`config.mk`:
```
export PLATFORM = sky130hd
export DESIGN_NAME = mux_nne1_regjistruar
export DESIGN_NICKNAME = d
export VERILOG_FILES = /design/src/rtl/mux_nne1_regjistruar_pkg.sv /design/src/rtl/mux_nne1_regjistruar_rr_prioritet.sv /design/src/rtl/mux_nne1_regjistruar.sv
export SDC_FILE = /design/constraint.sdc
export NUM_CORES = 1
export LEC_CHECK = 0
export CAP_MARGIN = 5
export CORE_ASPECT_RATIO = 0.6
export CORE_MARGIN = 8
export CORE_UTILIZATION = 47
export CTS_BUF_LIST = sky130_fd_sc_hd__clkbuf_4 sky130_fd_sc_hd__clkbuf_8 sky130_fd_sc_hd__clkbuf_16
export CTS_CLUSTER_DIAMETER = 80
export CTS_CLUSTER_SIZE = 30
export DETAILED_ROUTE_END_ITERATION = 10
export GPL_ROUTABILITY_DRIVEN = 0
export PLACE_DENSITY = 0.86
export SYNTH_ARGS = -nofsm -noshare
export SYNTH_HDL_FRONTEND = slang
export SYNTH_SLANG_ARGS = --single-unit
```
`constraint.sdc`:
```
create_clock -name Clock -period 9.38 [get_ports Clock]
set_clock_uncertainty 0.15 [all_clocks]
set_input_delay 1.876 -clock Clock [delete_from_list [all_inputs] [get_ports Clock]]
set_output_delay 1.876 -clock Clock [all_outputs]
set_load 0.005 [all_outputs]
```
`src/rtl/mux_nne1_regjistruar_pkg.sv`:
```
// Shared constants and helpers for the registered N:1 multiplexer.
package pkg_mux;

  localparam logic MODE_DIREKT = 1'b0;
  localparam logic MODE_RR     = 1'b1;

  // Ceiling log2, used to size select and channel-index fields.
  function automatic int unsigned clog2(input int unsigned n);
    int unsigned r;
    r = 0;
    for (int unsigned i = 0; i < 32; i++) begin
      if ((64'd1 << i) < 64'(n)) r = i + 1;
    end
    return r;
  endfunction

endpackage

```
`src/rtl/mux_nne1_regjistruar_rr_prioritet.sv`:
```
// Round-robin priority search: first requesting channel at or after ptr.
module rr_prioritet
  import pkg_mux::*;
#(
  parameter  int unsigned N  = 8,
  localparam int unsigned SW = clog2(N)
) (
  input  logic [N-1:0]  kerkesa,
  input  logic [SW-1:0] ptr,
  output logic [SW-1:0] idx,
  output logic [N-1:0]  grant,
  output logic          any_grant
);

  // Requests are rotated so ptr lands at bit 0; the first set bit is the winner.
  always_comb begin
    logic [2*N-1:0] dbl;
    int unsigned    sum;
    dbl       = {kerkesa, kerkesa} >> ptr;
    sum       = 0;
    idx       = '0;
    any_grant = 1'b0;
    for (int unsigned i = 0; i < N; i++) begin
      if (!any_grant && dbl[i]) begin
        any_grant = 1'b1;
        sum       = i + 32'(ptr);
        idx       = (sum >= N) ? SW'(sum - N) : SW'(sum);
      end
    end
    grant = any_grant ? (N'(1) << idx) : '0;
  end

endmodule

```
`src/rtl/mux_nne1_regjistruar.sv`:
```
// N-channel, W-bit registered multiplexer with valid/ready handshake,
// direct or round-robin selection.
module mux_nne1_regjistruar
  import pkg_mux::*;
#(
  parameter  int unsigned W  = 24,
  parameter  int unsigned N  = 8,
  localparam int unsigned SW = clog2(N)
) (
  input  logic           Clock,
  input  logic           Reset,
  input  logic [N*W-1:0] Hyrjet,
  input  logic [N-1:0]   Valid_in,
  output logic [N-1:0]   Ready_in,
  input  logic [SW-1:0]  S,
  input  logic           Mode,
  output logic [W-1:0]   Dalja,
  output logic           Valid_out,
  input  logic           Ready_out,
  output logic [SW-1:0]  Zgjedhja
);

  logic          ld;
  logic [SW-1:0] ptr;
  logic [SW-1:0] rr_idx;
  logic [N-1:0]  rr_1h;
  logic          rr_any;
  logic          gnt;
  logic [SW-1:0] g_idx;
  logic [W-1:0]  sel_data;

  // Output register can take a beat when empty or being drained this cycle.
  assign ld = !Valid_out || Ready_out;

  rr_prioritet #(.N(N)) u_rr (
    .kerkesa   (Valid_in),
    .ptr       (ptr),
    .idx       (rr_idx),
    .grant     (rr_1h),
    .any_grant (rr_any)
  );

  // Arbitration: pick the granted channel and drive the one-hot accept.
  always_comb begin
    gnt      = 1'b0;
    g_idx    = '0;
    Ready_in = '0;
    if (Reset && ld) begin
      if (Mode == MODE_RR) begin
        gnt      = rr_any;
        g_idx    = rr_idx;
        Ready_in = rr_1h;
      end else if (32'(S) < N) begin
        g_idx    = S;
        gnt      = |(Valid_in & (N'(1) << S));
        Ready_in = gnt ? (N'(1) << S) : '0;
      end
    end
  end

  // Data path select for the granted channel.
  always_comb begin
    sel_data = '0;
    for (int unsigned k = 0; k < N; k++) begin
      if (32'(g_idx) == k) sel_data = Hyrjet[k*W +: W];
    end
  end

  // Output register and round-robin pointer.
  always_ff @(posedge Clock or negedge Reset) begin
    if (!Reset) begin
      Dalja     <= '0;
      Valid_out <= 1'b0;
      Zgjedhja  <= '0;
      ptr       <= '0;
    end else begin
      if (ld) begin
        Valid_out <= gnt;
        if (gnt) begin
          Dalja    <= sel_data;
          Zgjedhja <= g_idx;
        end
      end
      if (gnt && (Mode == MODE_RR)) begin
        ptr <= (32'(g_idx) == N - 1) ? '0 : g_idx + 1'b1;
      end
    end
  end

endmodule

```
==> run_results.csv <==
group,metric,value,unit
die,fp-row-count,30,
logic_synthesis,ys_warn_count,0,
logic_synthesis,ys_seq_area_share,14.0,%
setup_path,crit_fanout,11,
logic_synthesis,synthCells,757,
detailed_routing,first_pass_iters,5,
cts,cts_tree,"done",
cts,clock_latency,280,ps
timing,fmax,0.128,GHz
final_layout,drive_above_1_share,9.53,%
timing,grt_setup_unrepaired,"no",
logic_synthesis,syn-cell-area,5560,sq um
logic_synthesis,synth-edff-count,0,
logic_synthesis,syn-num-nets,970,
final_layout,final_cells,1095,
placement,place_hpwl,19.0,mm
detailed_routing,highest_layer,"met5",
timing,holdWs,347,ps
logic_synthesis,synth_top_area_share,14.0,%
cts,cts-root-buf,"clkbuf_16",
grt,grt_pass1_vias,7046,
setup_path,cp_top_family,"buffers and inverters",
final_layout,finalCoreUtilization,71.2,%
detailed_routing,drt_iter0_markers,988,
detailed_routing,routedWlPerCell,24.4,um
setup_path,slowest_stage,"clkdlybuf4s50_1",
power_and_ir_drop,power.density,175,nW/um^2
die,start_util,48.7,%
setup_path,crit_type,"input pin to output port",
detailed_routing,met2WireLength,11.2,mm
detailed_routing,vias,7496,
min_path,hp-class,"register to register",
cts,post_cts_buffers,0,
die,io_pins,243,
logic_synthesis,synth_ff_type,"dfrtp_1",
die,dieArea,15700,sq um
grt,grt_usage,31.7,%
grt,antenna_found_initial,1,
run,max_cap_violations,0,
outcome,status,"finished, final reports clean",
logic_synthesis,synth_cell_types,65,
setup_path,crit_buf_inv,2,
timing,max_slew_margin,35.8,%
setup_path,max_stage_delay,620,ps
final_layout,area_delta_synth_final,46.2,%
placement,placed_area,7960,sq um
timing,setup_tns,0,ps
cts,clk_pin_slew,50,ps
logic_synthesis,synth_area_leaders,"dfrtp_1 14%, a41oi_1 7.4%, nor2_1 5.9%",
die,core_area,11400,sq um
timing,finalHoldViolations,0,
setup_path,end_kind,"output port",
logic_synthesis,ys_seq_elements,31,
grt,grt_overflow,0,
cts,clock_path_buffers,2,
cts,h-tree-depth,2,
final_layout,fin_nets,1146,
setup_path,cpMostUsedCell,"clkdlybuf4s50_1",
grt,grt_max_degree,77,
power_and_ir_drop,ir_drop,0.122,mV
setup_path,critPathArrivalTime,5780,ps
detailed_routing,drt-met1-wl,10.4,mm
logic_synthesis,async_flop_share,100,%
setup_path,crit_path_cell_trace,"clkdlybuf4s50_1 > mux4_2 > mux2i_2 > a21boi_0 > a211o_1 > a31oi_2 > nor3_1 > a32oi_1 > nor2_1 > clkdlybuf4s50_1",
cts,cts_hold_buf,0,
logic_synthesis,yosys.area.top_type,"dfrtp_1",
detailed_routing,drc_errors,0,
detailed_routing,wl_met3,4.16,mm
timing,period_share,83.2,%
detailed_routing,routed_wl,26.7,mm
timing,maxSlewViolCount,0,
timing,worst_pin_slew,963,ps
cts,clock-sinks,31,
setup_path,worstPathRequired,7350,ps
power_and_ir_drop,p_leak,3.08,nW
setup_path,critPathLaunchType,"input pin",
placement,placement.io_buffers,242,
grt,grt_pass1_wl,39.8,mm
logic_synthesis,syn_area_per_cell,7.34,sq um
timing,fin_crit,7800,ps
cts,cts_buffers,5,
cts,ctsResizeCount,0,
detailed_routing,via_per_inst,6.85,
final_layout,final_cell_area,8120,sq um
die,die_h,100,um
timing,setup_viol,0,
detailed_routing,ant_nets,0,
placement,place_inst,1086,
die,die_w,156,um
final timing paths:
check,from,to,slack (ps),cells past startpoint
hold reg to reg,Zgjedhja[2]$_DFFE_PN0P_,Zgjedhja[2]$_DFFE_PN0P_,350,2
hold / removal,Zgjedhja[2]$_DFFE_PN0P_,Zgjedhja[2]$_DFFE_PN0P_,350,2
setup / recovery,Valid_in[4],Ready_in[6],1580,10
setup reg to reg,ptr[0]$_DFFE_PN0P_,Dalja[22]$_DFFE_PN0P_,3090,16
min in group asynchronous,Reset,Dalja[23]$_DFFE_PN0P_,1490,2
max in group asynchronous,Reset,ptr[2]$_DFFE_PN0P_,7220,2
synthesized netlist by cell type (all sizes together), types with 29 or more instances:
library cell and number:
a21oi 35, nand3 47, o21ai 33, a22oi 29, clkbuf 56, a21o 43
nand2 68, dfrtp 31, a41oi 47, buf 35, nor2 88
stage by stage:
stage / power (mW) / setup slack, ps
after floorplan: 0.835 / 2710
after global placement: 1.19 / 1770
after detailed placement: 1.20 / 1720
after CTS: 1.39 / 1700
after global routing: 1.48 / 1420
final: 1.42 / 1580
cells by family (layout without fill, tap and decap cells):
logic type,count (synthesis),count (layout),share of synthesized area [%]
AO/OA/AOI/OAI,318,318,44.4
XOR/XNOR,2,2,0.315
adder cells (fa/ha/maj),6,6,1.35
buffers and inverters,106,283,8.26
flip-flops,31,31,14.0
multiplexers,32,32,9.23
other,0,1,0
AND/OR/NAND/NOR,262,262,22.5
cell type report:
class	instances	area [sq um]
timing repair buffer	260	2550
sequential	31	776
antenna	1	2.50
inverter	15	58.8
clock buffer	8	160
tap	160	200
fill	964	3290
multi-input combinational	620	4370
report_power, final:
part / switching, mW / leakage (nW) / internal, mW
Clock: 0.0658 / 0.0806 / 0.116
Combinational: 0.547 / 2.64 / 0.450
Sequential: 0.0554 / 0.362 / 0.184
Total: 0.668 / 3.08 / 0.751
sequential cells by signal, summed over array words and instances (netlist names):
register / flops
ptr: 3
Zgjedhja: 3
Valid_out: 1
Dalja: 24
worst min-delay path: cells and delay by family, from the launching register on:
kind,cells,cell delay [ps]
AOI/OAI and AO/OA,1,60
and+or+nand+nor,1,50
DFF,1,350
metal layers:
layer	global-route usage [%]	up-vias
met4	11.7	2
met2	47.7	677
met1	41.9	3458
met3	9.61	74
met5	0	-
li1	-	3285
cells in the final DEF, fill, tap and decap left out, types with 5 or more instances in the layout:
cell and n:
o211ai_1 28, o211a_1 23, clkdlybuf4s50_1 241, nand3_1 47
buf_4 18, mux4_2 14, nor2_1 86, nand3b_1 27
mux2i_1 8, a31oi_1 25, nor2b_1 5, a211oi_2 18
and2_1 5, o21ai_0 33, a41oi_1 47, inv_1 12
clkbuf_16 5, a21oi_1 34, a22oi_1 29, a21o_1 43
dfrtp_1 31, mux2_2 8, nand2_1 68
No activity file was read; power rests on OpenSTA's default activity.
